[src/rtl/pe_feeder_if.sv]
// Operand-stream bundle for pe_feeder: command, SRAM read port and PE beat outputs.
// The feeder takes the master view; the command source, SRAM and PE side take the slave view.
interface pe_feeder_if #(
    parameter int CNT_WIDTH  = 8,
    parameter int PREC_WIDTH = 2,
    parameter int DATA_WIDTH = 64,
    parameter int ADDR_WIDTH = 10
);
    logic                  cmd_valid;
    logic                  cmd_ready;
    logic [ADDR_WIDTH-1:0] cmd_base_addr;
    logic [CNT_WIDTH-1:0]  cmd_len;
    logic                  cmd_type;
    logic [PREC_WIDTH-1:0] cmd_precision;
    logic                  abort;
    logic                  rd_avail;
    logic                  rd_en;
    logic [ADDR_WIDTH-1:0] rd_addr;
    logic [DATA_WIDTH-1:0] rd_data;
    logic                  data_valid;
    logic [CNT_WIDTH-1:0]  data_cnt;
    logic                  data_type;
    logic [PREC_WIDTH-1:0] precision;
    logic [DATA_WIDTH-1:0] data;
    logic                  done;

    modport master (
        input  cmd_valid, cmd_base_addr, cmd_len, cmd_type, cmd_precision,
        input  abort, rd_avail, rd_data,
        output cmd_ready, rd_en, rd_addr,
        output data_valid, data_cnt, data_type, precision, data, done
    );

    modport slave (
        output cmd_valid, cmd_base_addr, cmd_len, cmd_type, cmd_precision,
        output abort, rd_avail, rd_data,
        input  cmd_ready, rd_en, rd_addr,
        input  data_valid, data_cnt, data_type, precision, data, done
    );
endinterface

[src/rtl/pe_feeder.sv]
// Issue side of the PE operand stream: reads len words from the operand SRAM and
// presents them as single-cycle tagged beats, two cycles after each read strobe.
module pe_feeder #(
    parameter int CNT_WIDTH  = 8,
    parameter int PREC_WIDTH = 2,
    parameter int DATA_WIDTH = 64,
    parameter int ADDR_WIDTH = 10
) (
    input  logic          clk,
    input  logic          rst_n,
    pe_feeder_if.master   bus
);
    typedef enum logic [1:0] {IDLE, RUN, DRAIN, DONE} state_t;

    state_t                state;
    logic [ADDR_WIDTH-1:0] base_q;
    logic [CNT_WIDTH-1:0]  len_q;
    logic [CNT_WIDTH-1:0]  idx;
    logic                  type_q;
    logic [PREC_WIDTH-1:0] prec_q;
    logic                  s1_valid;
    logic [CNT_WIDTH-1:0]  s1_cnt;
    logic                  rd_fire;
    logic                  abort_hit;
    logic                  last_read;

    // Abort only has meaning while a command is in flight.
    assign abort_hit = bus.abort && (state != IDLE);
    assign rd_fire   = (state == RUN) && bus.rd_avail && !bus.abort;
    assign last_read = (idx == len_q - CNT_WIDTH'(1));

    assign bus.rd_en   = rd_fire;
    assign bus.rd_addr = base_q + ADDR_WIDTH'(idx);

    // NOTE: sequential state uses non-blocking assignments so every flop samples
    // pre-edge values regardless of statement order; blocking here creates races.
    always_ff @(posedge clk or negedge rst_n) begin
        if (!rst_n) begin
            state         <= IDLE;
            bus.cmd_ready <= 1'b1;
            bus.done      <= 1'b0;
            base_q        <= '0;
            len_q         <= '0;
            idx           <= '0;
            type_q        <= 1'b0;
            prec_q        <= '0;
        end else begin
            bus.done <= 1'b0;
            case (state)
                IDLE: begin
                    if (bus.cmd_valid) begin
                        base_q        <= bus.cmd_base_addr;
                        len_q         <= bus.cmd_len;
                        type_q        <= bus.cmd_type;
                        prec_q        <= bus.cmd_precision;
                        idx           <= '0;
                        bus.cmd_ready <= 1'b0;
                        if (bus.cmd_len == '0) begin
                            state    <= DONE;
                            bus.done <= 1'b1;
                        end else begin
                            state <= RUN;
                        end
                    end
                end
                RUN: begin
                    if (abort_hit) begin
                        state         <= IDLE;
                        bus.cmd_ready <= 1'b1;
                    end else if (rd_fire) begin
                        idx <= idx + CNT_WIDTH'(1);
                        if (last_read) state <= DRAIN;
                    end
                end
                DRAIN: begin
                    if (abort_hit) begin
                        state         <= IDLE;
                        bus.cmd_ready <= 1'b1;
                    end else if (!s1_valid && bus.data_valid) begin
                        // The final beat is on the outputs this cycle; done follows it.
                        state    <= DONE;
                        bus.done <= 1'b1;
                    end
                end
                DONE: begin
                    state         <= IDLE;
                    bus.cmd_ready <= 1'b1;
                end
                default: begin
                    state         <= IDLE;
                    bus.cmd_ready <= 1'b1;
                end
            endcase
        end
    end

    // Read-data pipeline: s1 tracks the outstanding SRAM read, the output stage
    // captures rd_data the cycle it returns.
    always_ff @(posedge clk or negedge rst_n) begin
        if (!rst_n) begin
            s1_valid       <= 1'b0;
            s1_cnt         <= '0;
            bus.data_valid <= 1'b0;
            bus.data_cnt   <= '0;
            bus.data_type  <= 1'b0;
            bus.precision  <= '0;
            bus.data       <= '0;
        end else begin
            s1_valid <= rd_fire;
            if (rd_fire) s1_cnt <= idx;

            if (abort_hit) begin
                bus.data_valid <= 1'b0;
            end else if (s1_valid) begin
                bus.data_valid <= 1'b1;
                bus.data_cnt   <= s1_cnt;
                bus.data       <= bus.rd_data;
                bus.data_type  <= type_q;
                bus.precision  <= prec_q;
            end else begin
                bus.data_valid <= 1'b0;
            end
        end
    end
endmodule

[src/flat_wrapper.sv]
// flat-port wrapper written by rule: the top's interface ports become plain ports
module pe_feeder_flat 
#(
    parameter int CNT_WIDTH  = 8,
    parameter int PREC_WIDTH = 2,
    parameter int DATA_WIDTH = 64,
    parameter int ADDR_WIDTH = 10
)
  (clk, rst_n, bus_cmd_valid, bus_cmd_base_addr, bus_cmd_len, bus_cmd_type, bus_cmd_precision, bus_abort, bus_rd_avail, bus_rd_data, bus_cmd_ready, bus_rd_en, bus_rd_addr, bus_data_valid, bus_data_cnt, bus_data_type, bus_precision, bus_data, bus_done);
  pe_feeder_if #(.CNT_WIDTH(CNT_WIDTH), .PREC_WIDTH(PREC_WIDTH), .DATA_WIDTH(DATA_WIDTH), .ADDR_WIDTH(ADDR_WIDTH)) bus_i ();
  input  logic clk;
  input  logic rst_n;
  input wire logic [$bits(bus_i.cmd_valid)-1:0] bus_cmd_valid;
  input wire logic [$bits(bus_i.cmd_base_addr)-1:0] bus_cmd_base_addr;
  input wire logic [$bits(bus_i.cmd_len)-1:0] bus_cmd_len;
  input wire logic [$bits(bus_i.cmd_type)-1:0] bus_cmd_type;
  input wire logic [$bits(bus_i.cmd_precision)-1:0] bus_cmd_precision;
  input wire logic [$bits(bus_i.abort)-1:0] bus_abort;
  input wire logic [$bits(bus_i.rd_avail)-1:0] bus_rd_avail;
  input wire logic [$bits(bus_i.rd_data)-1:0] bus_rd_data;
  output wire logic [$bits(bus_i.cmd_ready)-1:0] bus_cmd_ready;
  output wire logic [$bits(bus_i.rd_en)-1:0] bus_rd_en;
  output wire logic [$bits(bus_i.rd_addr)-1:0] bus_rd_addr;
  output wire logic [$bits(bus_i.data_valid)-1:0] bus_data_valid;
  output wire logic [$bits(bus_i.data_cnt)-1:0] bus_data_cnt;
  output wire logic [$bits(bus_i.data_type)-1:0] bus_data_type;
  output wire logic [$bits(bus_i.precision)-1:0] bus_precision;
  output wire logic [$bits(bus_i.data)-1:0] bus_data;
  output wire logic [$bits(bus_i.done)-1:0] bus_done;
  assign bus_i.cmd_valid = bus_cmd_valid;
  assign bus_i.cmd_base_addr = bus_cmd_base_addr;
  assign bus_i.cmd_len = bus_cmd_len;
  assign bus_i.cmd_type = bus_cmd_type;
  assign bus_i.cmd_precision = bus_cmd_precision;
  assign bus_i.abort = bus_abort;
  assign bus_i.rd_avail = bus_rd_avail;
  assign bus_i.rd_data = bus_rd_data;
  assign bus_cmd_ready = bus_i.cmd_ready;
  assign bus_rd_en = bus_i.rd_en;
  assign bus_rd_addr = bus_i.rd_addr;
  assign bus_data_valid = bus_i.data_valid;
  assign bus_data_cnt = bus_i.data_cnt;
  assign bus_data_type = bus_i.data_type;
  assign bus_precision = bus_i.precision;
  assign bus_data = bus_i.data;
  assign bus_done = bus_i.done;
  pe_feeder #(.CNT_WIDTH(CNT_WIDTH), .PREC_WIDTH(PREC_WIDTH), .DATA_WIDTH(DATA_WIDTH), .ADDR_WIDTH(ADDR_WIDTH)) u_core (.clk(clk), .rst_n(rst_n), .bus(bus_i));
endmodule
[config.mk]
export PLATFORM = sky130hd
export DESIGN_NAME = pe_feeder_flat
export DESIGN_NICKNAME = d
export VERILOG_FILES = /design/src/rtl/pe_feeder_if.sv /design/src/rtl/pe_feeder.sv /design/src/flat_wrapper.sv
export SDC_FILE = /design/constraint.sdc
export NUM_CORES = 1
export LEC_CHECK = 0
export ABC_AREA = 1
export CAP_MARGIN = 25
export CORE_MARGIN = 2
export CORE_UTILIZATION = 49
export CTS_CLUSTER_SIZE = 24
export DETAILED_ROUTE_END_ITERATION = 8
export GPL_TIMING_DRIVEN = 0
export MAX_ROUTING_LAYER = met4
export PLACE_DENSITY = 0.84
export SYNTH_ARGS = -nofsm -noshare
export SYNTH_HDL_FRONTEND = slang
export SYNTH_SLANG_ARGS = --single-unit
[constraint.sdc]
create_clock -name clk -period 3.1 [get_ports clk]
set_input_delay 0.31 -clock clk [delete_from_list [all_inputs] [get_ports clk]]
set_output_delay 0.31 -clock clk [all_outputs]
set_load 0.03 [all_outputs]
==> results.txt <==
Synth cell types = 40
Vias/cell = 4.990
Critical path, cell by cell = ha_1 > inv_1 > fa_1 > xnor2_1 > clkdlybuf4s50_1
GPL Wtd Cong = 0.8705
I/O pins = 179
Pin count of the biggest net entering global routing = 75
Slowest-stage cell, CP = clkdlybuf4s50_1
Hold Vio Cnt, Final = 0
Synth top area share = 54.90%
Starting density of the core = 49.63%
Yosys reg bits = 118
Total iterations of the first detailed-routing run = 5
Max-slew violations = 0
Peak supply drop = 637.9 uV
Top-count cell post-synth = nand2_1
Worst path max stage delay = 0.69 ns
Clock root cell = clkbuf_8
Die span in y = 108.3 um
Top FF cell, synth = dfrtp_1
Slew headroom = 61.63%
Met3 usage in global routing = 8.439%
Crit Path Max Fanout = 5
Sum Neg Setup Slack = 0 ns
Worst Setup Start Kind = flip-flop
Max Clk Rate = 340.2 MHz
Ant. Diodes = 0
Max-capacitance violation count = 0
Layout cell share with drive strength beyond 1 = 9.158%
Data required time at the worst endpoint = 2.79 ns
Clk_skew = 0.007447 ns
Grt total ovfl = 0
Synth top cells by count = nand2_1, dfrtp_1, inv_1, nor2_1, o21ai_0
Pwr per Cell Area = 1138 nW/um2
Max H-tree Level = 4
Residual DRC = 0
Clock Latency Late Sink = 0.51 ns
CTS tree = done
Area leader, netlist = dfrtp_1
Layout Cells excl Fill = 959
CTS max path bufs = 2
Cell area after synthesis = 5333 um2
CTS sink cnt = 118
Met1 Use GR = 31.02%
Die width = 108.3 um
First-pass GRT wire length = 23180 um
Synth async-reset ratio = 100.0%
Drt first-iter violations = 391
Syn Area/Cell = 8.756 um2
Clk slew on worst S/H paths = 0.05 ns
RSZ-0062 raised after global routing = no
Gr usage total = 26.62%
# rows = 38
CP Capture Type = output port
Top Usage Layer GRT = met2
Hold Crit Class = input pin to flip-flop
Placed insts = 928
Port buffer count = 178
Status = finished, final reports clean
Layout area overhead = 48.73%
Post-synth EDFFs = 0
Lkg Pwr = 3.902 nW
Net count after synthesis = 713
Clock period minus worst slack = 2.940 ns
Routed WL = 14390 um
Ranking of synthesized cells by area = dfrtp_1, nand2_1, ha_1
Via count = 4785
Number of nets in the layout = 912
CTS Buf Count = 17
Worst path arrival time = 2.63 ns
Worst Path Buf+Inv = 2
Routed WL per cell = 15.01 um
Synth warnings = 0
Post-synthesis sequential area ratio = 55.40%
Die area = 11730 um2
Setup bufs post-CTS = 0
Syn Inst Count = 609
Vias in the first global route = 4836
Final setup fails = 0
HPWL after detailed placement = 10310 um
Measured slew at the worst slew-check pin = 0.5756 ns
Met2 usage = 44.43%
Top cell family by delay on the critical path = buffers and inverters
Initial antenna violation count = 0
Final Cycle Share = 94.83%
Core area = 10750 um2
Post-route ant nets = 0
Crit Path Class = flip-flop to output port
[what timing repair did]
item,4_1_cts,5_1_grt
hold buffers,1,0
pin swaps,0,0
endpoints found under the setup margin,5,2
gates resized for setup,8,5
endpoints found under the hold margin,43,0
[worst reg2reg max path: stages, from the launching register on]
cell and delay, ns:
dfrtp_1 0.39, inv_1 0.09, ha_1 0.16, buf_6 0.15
nand2_4 0.08, nor2_8 0.12, inv_4 0.08, a21oi_4 0.29
inv_4 0.08, nor3_4 0.15, nand2_1 0.09, nor2_2 0.10
nor3_2 0.05
[final timing paths]
path / endpoint / cells after the start / slack, ns / startpoint
worst max-delay path: bus_rd_addr[2] / 5 / 0.16 / u_core.idx[0]
max in group asynchronous: u_core.idx[0] / 3 / 1.98 / rst_n
worst min register to register: u_core.bus.data[2] / 2 / 0.46 / u_core.bus.data[2]
min in group asynchronous: u_core.base_q[6] / 2 / 0.36 / rst_n
worst max register to register: u_core.idx[5] / 12 / 1.16 / u_core.state[1]
worst min-delay path: u_core.bus.data[63] / 3 / 0.35 / bus_rd_data[63]
[report_power, final]
group,internal [mW],total [mW],switching [mW]
registers,2.25,2.69,0.443
clock network,1.35,2.01,0.653
logic,1.71,4.32,2.61
[cells in the final DEF, fill, tap and decap left out, types with 3 or more instances in the layout]
cell               n
ha_1              13
xor2_1            11
mux2_2            12
o21ai_0           21
nor2_1            25
clkdlybuf4s50_1  171
dlygate4sd2_1      4
nor4_1             3
clkinv_2           3
clkbuf_1           5
nand3_1           19
inv_1             34
clkbuf_8           4
clkbuf_16         16
nand2_1          283
xnor2_1            4
bufinv_16          4
a21oi_1           16
buf_2             13
dfrtp_1          116
buf_4              5
[metrics by stage]
step	power [mW]	hold WS, ns	worst slack, ns	utilization, %	area, um2
2_1_floorplan	5.200	0.01441	0.7525	-	5333
3_3_place_gp	6.886	0.4527	-2.614	67.84	7289
3_5_place_dp	7.036	0.3515	0.1328	68.07	7315
4_1_cts	9.067	0.3262	0.02568	73.81	7931
5_1_grt	9.545	0.3383	0.005035	73.81	7931
6_report	9.023	0.3482	0.1604	73.81	7931
[kinds of logic after synthesis]
| group | after synthesis | synth area share, % |
|---|---|---|
| and+or+nand+nor | 344 | 26.26 |
| DFF | 118 | 55.40 |
| buffers and inverters | 58 | 4.880 |
| AOI/OAI and AO/OA | 48 | 5.045 |
| xor gates and xnor gates | 15 | 2.464 |
| adders and majority gates | 14 | 3.426 |
| muxes | 12 | 2.534 |
[flip-flops by register name, indices dropped and copies added, names as in the netlist]
register	cells
u_core.type_q	1
u_core.base_q	10
u_core.bus.data	64
u_core.bus.precision	2
u_core.s1_cnt	8
u_core.bus.data_cnt	8
u_core.idx	8
u_core.bus.cmd_ready	1
u_core.bus.data_valid	1
u_core.len_q	8
u_core.state	2
u_core.bus.data_type	1
u_core.s1_valid	1
u_core.bus.done	1
u_core.prec_q	2
[final cells by class]
cell class,count,area [um2]
buffer,21,116.4
clock buffer,21,459.2
clock inverter,9,150.1
fill,752,2814
inverter,37,143.9
multi-input combinational,433,2122
sequential,118,2955
tap,140,175.2
timing repair buffer,180,1809
[metal layers]
metal / wire length, um / up-vias
li1: - / 2318
met1: 5811 / 2276
met2: 7280 / 169
met3: 1061 / 22
met4: 241 / 0
met5: 0 / -
Note: power is estimated with default switching activity, not from simulation.
